File: src/rtl/seg7_pkg.sv
// rtl/seg7_pkg.sv - shared segment constants, scan state type and BCD decode
package seg7_pkg;

  // Active-low segment patterns, bit order gfedcba
  localparam logic [6:0] SEG_0     = 7'b1000000;
  localparam logic [6:0] SEG_1     = 7'b1111001;
  localparam logic [6:0] SEG_2     = 7'b0100100;
  localparam logic [6:0] SEG_3     = 7'b0110000;
  localparam logic [6:0] SEG_4     = 7'b0011001;
  localparam logic [6:0] SEG_5     = 7'b0010010;
  localparam logic [6:0] SEG_6     = 7'b0000010;
  localparam logic [6:0] SEG_7     = 7'b1111000;
  localparam logic [6:0] SEG_8     = 7'b0000000;
  localparam logic [6:0] SEG_9     = 7'b0010000;
  localparam logic [6:0] SEG_BLANK = 7'h7F;

  typedef enum logic {
    BLANK = 1'b0,
    SHOW  = 1'b1
  } scan_state_t;

  // Non-decimal codes (A-F) fall through to blank so 4'hF doubles as "off"
  function automatic logic [6:0] bcd_to_seg(input logic [3:0] bcd);
    logic [6:0] seg;
    case (bcd)
      4'd0:    seg = SEG_0;
      4'd1:    seg = SEG_1;
      4'd2:    seg = SEG_2;
      4'd3:    seg = SEG_3;
      4'd4:    seg = SEG_4;
      4'd5:    seg = SEG_5;
      4'd6:    seg = SEG_6;
      4'd7:    seg = SEG_7;
      4'd8:    seg = SEG_8;
      4'd9:    seg = SEG_9;
      default: seg = SEG_BLANK;
    endcase
    return seg;
  endfunction

endpackage

File: src/rtl/bcd_seg_decode.sv
// rtl/bcd_seg_decode.sv - combinational BCD to active-low 7-segment decoder
module bcd_seg_decode
  import seg7_pkg::*;
(
  input  logic [3:0] bcd,
  output logic [6:0] seg_n
);

  assign seg_n = bcd_to_seg(bcd);

endmodule

File: src/rtl/seg7_scan_ctrl.sv
// rtl/seg7_scan_ctrl.sv - multiplexed 7-segment scan controller with dead-time and tear-free update
module seg7_scan_ctrl
  import seg7_pkg::*;
#(
  parameter int NUM_DIGITS   = 4,
  parameter int PRESCALE     = 50000,
  parameter int BLANK_CYCLES = 16
) (
  input  logic                    clk,
  input  logic                    rst,
  input  logic [4*NUM_DIGITS-1:0] bcd_in,
  input  logic [NUM_DIGITS-1:0]   dp_in,
  input  logic                    load,
  input  logic                    lz_blank_en,
  output logic                    upd_pending,
  output logic                    frame_start,
  output logic [6:0]              seg_n,
  output logic                    dp_n,
  output logic [NUM_DIGITS-1:0]   dig_en_n
);

  localparam int CW = (PRESCALE > 1) ? $clog2(PRESCALE) : 1;
  localparam int IW = $clog2(NUM_DIGITS);
  localparam logic [CW-1:0] CNT_LAST   = CW'(PRESCALE - 1);
  localparam logic [CW-1:0] BLANK_LAST = (BLANK_CYCLES > 0) ? CW'(BLANK_CYCLES - 1) : '0;
  localparam logic [IW-1:0] IDX_LAST   = IW'(NUM_DIGITS - 1);

  logic [CW-1:0]         cnt;
  logic [IW-1:0]         idx;
  scan_state_t           state;
  scan_state_t           state_nxt;
  logic [3:0]            disp [NUM_DIGITS];
  logic [3:0]            pend [NUM_DIGITS];
  logic [NUM_DIGITS-1:0] disp_dp;
  logic [NUM_DIGITS-1:0] pend_dp;
  logic [NUM_DIGITS-1:0] lz_mask;
  logic                  hi_dark;
  logic                  slot_end;
  logic                  wrap;
  logic [3:0]            dec_in;
  logic [6:0]            dec_seg;
  logic [6:0]            seg_d;
  logic                  dp_d;
  logic [NUM_DIGITS-1:0] dig_d;

  assign slot_end = (cnt == CNT_LAST);
  assign wrap     = slot_end && (idx == IDX_LAST);

  // Slot prescaler and digit index; idx advances on each slot boundary
  always_ff @(posedge clk or posedge rst) begin
    if (rst) begin
      cnt <= '0;
      idx <= '0;
    end else if (slot_end) begin
      cnt <= '0;
      idx <= wrap ? '0 : idx + IW'(1);
    end else begin
      cnt <= cnt + CW'(1);
    end
  end

  // State register; with no dead-time the controller never enters BLANK
  always_ff @(posedge clk or posedge rst) begin
    if (rst) begin
      if (BLANK_CYCLES > 0) state <= BLANK;
      else                  state <= SHOW;
    end else begin
      state <= state_nxt;
    end
  end

  // Next state: leave BLANK as cnt reaches BLANK_CYCLES, re-enter it at the slot boundary
  always_comb begin
    state_nxt = state;
    if (BLANK_CYCLES == 0) begin
      state_nxt = SHOW;
    end else begin
      case (state)
        BLANK:   if (cnt == BLANK_LAST) state_nxt = SHOW;
        SHOW:    if (slot_end) state_nxt = BLANK;
        default: state_nxt = BLANK;
      endcase
    end
  end

  // Pending capture and frame-wrap commit; a load in the commit cycle re-arms pending
  always_ff @(posedge clk or posedge rst) begin
    if (rst) begin
      for (int k = 0; k < NUM_DIGITS; k++) begin
        disp[k] <= 4'hF;
        pend[k] <= 4'hF;
      end
      disp_dp     <= '0;
      pend_dp     <= '0;
      upd_pending <= 1'b0;
      frame_start <= 1'b0;
    end else begin
      frame_start <= wrap;
      if (wrap && upd_pending) begin
        for (int k = 0; k < NUM_DIGITS; k++) disp[k] <= pend[k];
        disp_dp <= pend_dp;
      end
      if (load) begin
        for (int k = 0; k < NUM_DIGITS; k++) pend[k] <= bcd_in[4*k +: 4];
        pend_dp     <= dp_in;
        upd_pending <= 1'b1;
      end else if (wrap) begin
        upd_pending <= 1'b0;
      end
    end
  end

  // Leading-zero mask from the committed word; a higher digit that is zero or non-decimal counts as dark
  always_comb begin
    lz_mask = '0;
    hi_dark = 1'b1;
    for (int k = NUM_DIGITS - 1; k >= 1; k--) begin
      lz_mask[k] = lz_blank_en && hi_dark && (disp[k] == 4'h0);
      hi_dark    = hi_dark && ((disp[k] == 4'h0) || (disp[k] > 4'd9));
    end
  end

  assign dec_in = lz_mask[idx] ? 4'hF : disp[idx];

  bcd_seg_decode u_decode (
    .bcd   (dec_in),
    .seg_n (dec_seg)
  );

  // Output decode: everything dark during dead-time, otherwise drive the indexed digit
  always_comb begin
    seg_d = SEG_BLANK;
    dp_d  = 1'b1;
    dig_d = '1;
    if (state == SHOW) begin
      seg_d = dec_seg;
      dp_d  = ~disp_dp[idx];
      for (int k = 0; k < NUM_DIGITS; k++) dig_d[k] = (idx != IW'(k));
    end
  end

  // Registered pin drivers, one cycle behind cnt/idx/state
  always_ff @(posedge clk or posedge rst) begin
    if (rst) begin
      seg_n    <= SEG_BLANK;
      dp_n     <= 1'b1;
      dig_en_n <= '1;
    end else begin
      seg_n    <= seg_d;
      dp_n     <= dp_d;
      dig_en_n <= dig_d;
    end
  end

endmodule
File: config.mk
export PLATFORM = sky130hd
export DESIGN_NAME = seg7_scan_ctrl
export DESIGN_NICKNAME = d
export VERILOG_FILES = /design/src/rtl/seg7_pkg.sv /design/src/rtl/bcd_seg_decode.sv /design/src/rtl/seg7_scan_ctrl.sv
export SDC_FILE = /design/constraint.sdc
export NUM_CORES = 1
export LEC_CHECK = 0
export ABC_AREA = 1
export CORE_UTILIZATION = 45
export DETAILED_ROUTE_END_ITERATION = 7
export PLACE_DENSITY = 0.66
export SYNTH_ARGS = -nofsm -noshare
export SYNTH_HDL_FRONTEND = slang
export SYNTH_SLANG_ARGS = --single-unit
File: constraint.sdc
create_clock -name clk -period 2.6 [get_ports clk]
set_input_delay 0.39 -clock clk [delete_from_list [all_inputs] [get_ports clk]]
set_output_delay 0.39 -clock clk [all_outputs]
set_load 0.005 [all_outputs]
==> out/metrics.yaml <==
sta:
  rsz0062_at_grt: "no"
  worstMarginPinSlew_ns: 0.606
  setup_viol: 0
  min_period_ns: 2.03
  post-route-period-util_pct: 77.9
  final_hold_viol_count: 0
  slew_violations: 0
  fin_tns_setup_ns: 0
  skew_ns: 0.00774
  max_freq_mhz: 494
  fin_hold_ws_ns: 0.436
  max-slew-margin-rel_pct: 59.5
route:
  postRouteAntennaNets: 0
  drtIter0Drc: 167
  drt_pass1_iterations: 4
  avgViaCountPerCell: 4.80
  drc: 0
  vias: 2690
  wirelength_um: 6380
  wl_per_cell_um: 11.4
clock_network:
  cts-hold-fix-buffers: 0
  numClockSinks: 73
  htreeDepth: 3
  root_buffer: "clkbuf_8"
  cts_max_path_buffers: 2
  post_cts_buffers: 0
  cts_resized: 0
  clock_latency_ns: 0.34
  path_clk_slew_ns: 0.08
  tritoncts: "done"
  numCtsBuffers: 9
logic_synthesis:
  postSynth.asyncResetShare_pct: 100
  synthFlopType: "dfstp_2"
  ys_types: 34
  synth_seq_cells: 73
  yosys.cell_count.top_type: "nand2_1"
  avgSynthCellArea_um2: 8.39
  syn_inst: 418
  ys_warn_count: 0
  synth_enable_flop_cells: 0
  synth_top_area_share_pct: 33.0
  synth_nets: 450
  yosys-top-cells-count: "nand2_1, dfstp_2, nand3_1"
  yosys.area.top_type: "dfstp_2"
  synth.area.top_cells: "dfstp_2, dfrtp_1, nand2_1"
  ys_seq_area_share_pct: 53.7
  netlist_area_mm2: 0.00351
hold_path:
  hp-class: "primary input to async pin"
place:
  dpl_cell_area_mm2: 0.00395
  io_buffers: 37
  hpwl_um: 4560
  globalplace.congestion: 0.838
  dp.cells: 544
finish:
  design_area_mm2: 0.00418
  area_growth_pct: 19.1
  final_cells: 560
  drive_gt1_share_pct: 17.6
  diodes: 0
  nNetsFinal: 488
grt:
  gr-total-overflow: 0
  grt_pass1_wl_um: 11600
  grt_max_degree: 74
  grt_use_total_pct: 17.6
  grt_pass1_vias: 2606
  antenna_found_initial: 0
status:
  status: "finished, final reports clean"
setup_path:
  crit_arrival_ns: 2.31
  endpoint_kind: "register"
  cp_slowest_stage_delay_ns: 0.58
  path_class: "register to register"
  rrSetupSlack_ns: 0.57
  critical_path.cell_chain: "inv_4 > nor2_2 > nor2_1 > o21ai_2 > inv_1 > nor2_1 > inv_1 > ha_1 > or2_0 > nand2_1"
  worstPathMaxFanout: 17
  cp.required_ns: 2.88
  cp-start-kind: "register"
  cp_slowest_cell: "dfrtp_1"
pwr:
  power_leakage_nw: 2.04
  ir_drop_v: 0.000272
  powerDensity_mw_per_mm2: 552
floorplanning:
  ios: 38
  dieHeight_um: 90.3
  die_area_mm2: 0.00815
  dieWidth_um: 90.3
  core_mm2: 0.00741
  rows: 31
  start_util_pct: 47.3
job:
  drv_cap: 0
## layout make-up
class | instances | area [um2]
clock buffer | 12 | 156
clock inverter | 4 | 73.8
fill | 684 | 3230
inverter | 38 | 145
multi-input combinational | 293 | 1380
sequential | 73 | 1880
tap | 99 | 124
timing repair buffer | 41 | 413
## power breakdown
group	total [mW]	leakage [nW]	switching, mW	internal, mW
clock network	1.01	0.116	0.412	0.600
logic	0.0967	1.10	0.0493	0.0474
registers	1.20	0.831	0.0166	1.18
total	2.31	2.04	0.477	1.83
## through the flow
| step | power [mW] | worst slack [ns] | utilization (%) |
|---|---|---|---|
| 6_report | 2.31 | 0.575 | 56.4 |
| 3_3_place_gp | 1.31 | 0.630 | 53.3 |
| 3_5_place_dp | 1.32 | 0.584 | 53.3 |
| 5_1_grt | 2.40 | 0.361 | 56.4 |
| 2_1_floorplan | 1.26 | 0.430 | - |
| 4_1_cts | 2.33 | 0.564 | 56.4 |
## flip-flops by register name, indices dropped and copies added, names as in the netlist
name	count
disp_dp	4
seg_n	7
pend	16
pend_dp	4
dp_n	1
idx	2
dig_en_n	4
cnt	16
state	1
upd_pending	1
frame_start	1
disp	16
## final timing paths
path,cells past startpoint,startpoint,end
worst min-delay path,3,rst,cnt[12]
worst max-delay path,10,idx[0],seg_n[1]
min in group clk,2,pend[7],pend[7]
max in group asynchronous,3,rst,seg_n[1]
worst min register to register,2,pend[7],pend[7]
worst max register to register,10,idx[0],seg_n[1]
## worst max-delay path: cells and delay by family, from the launching register on
kind / cells / cell delay (ns)
AOI/OAI and AO/OA: 1 / 0.19
adders and majority gates: 1 / 0.29
buffers and inverters: 3 / 0.30
DFF: 1 / 0.58
and+or+nand+nor: 5 / 0.63
## cell families (layout without fill, tap and decap cells)
logic type                 after synthesis  in the layout  share of synthesized area, %
AOI/OAI and AO/OA                       28             28                          4.50
xor gates and xnor gates                 4              4                         0.999
adders and majority gates                8              8                          2.86
buffers and inverters                   52             95                          6.92
DFF                                     73             73                          53.7
and+or+nand+nor                        253            253                          31.0
## layout by cell type, fill, tap and decap left out, types with 2 or more instances in the layout
master / Yosys / final
a21oi_1: 5 / 5
buf_4: 1 / 3
bufinv_16: 0 / 2
clkbuf_1: 5 / 2
clkbuf_8: 0 / 9
clkdlybuf4s50_1: 0 / 37
dfrtp_1: 29 / 29
dfstp_2: 44 / 44
ha_1: 8 / 8
inv_1: 33 / 32
inv_2: 4 / 5
nand2_1: 154 / 154
nand2_2: 2 / 2
nand2_4: 2 / 2
nand3_1: 37 / 37
nand4_1: 6 / 6
nor2_1: 36 / 36
nor2_2: 2 / 2
nor3_1: 4 / 4
nor3_2: 2 / 2
nor4_1: 3 / 3
o211ai_1: 3 / 3
o21ai_0: 14 / 14
o21ai_1: 2 / 2
xor2_1: 4 / 4
## per-layer routing
layer,global-route usage (%),wire (um)
met3,2.86,220
met2,28.1,2980
met5,0,0
met1,23.6,3110
met4,8.33,72
Power figures use the tool's default switching activity.
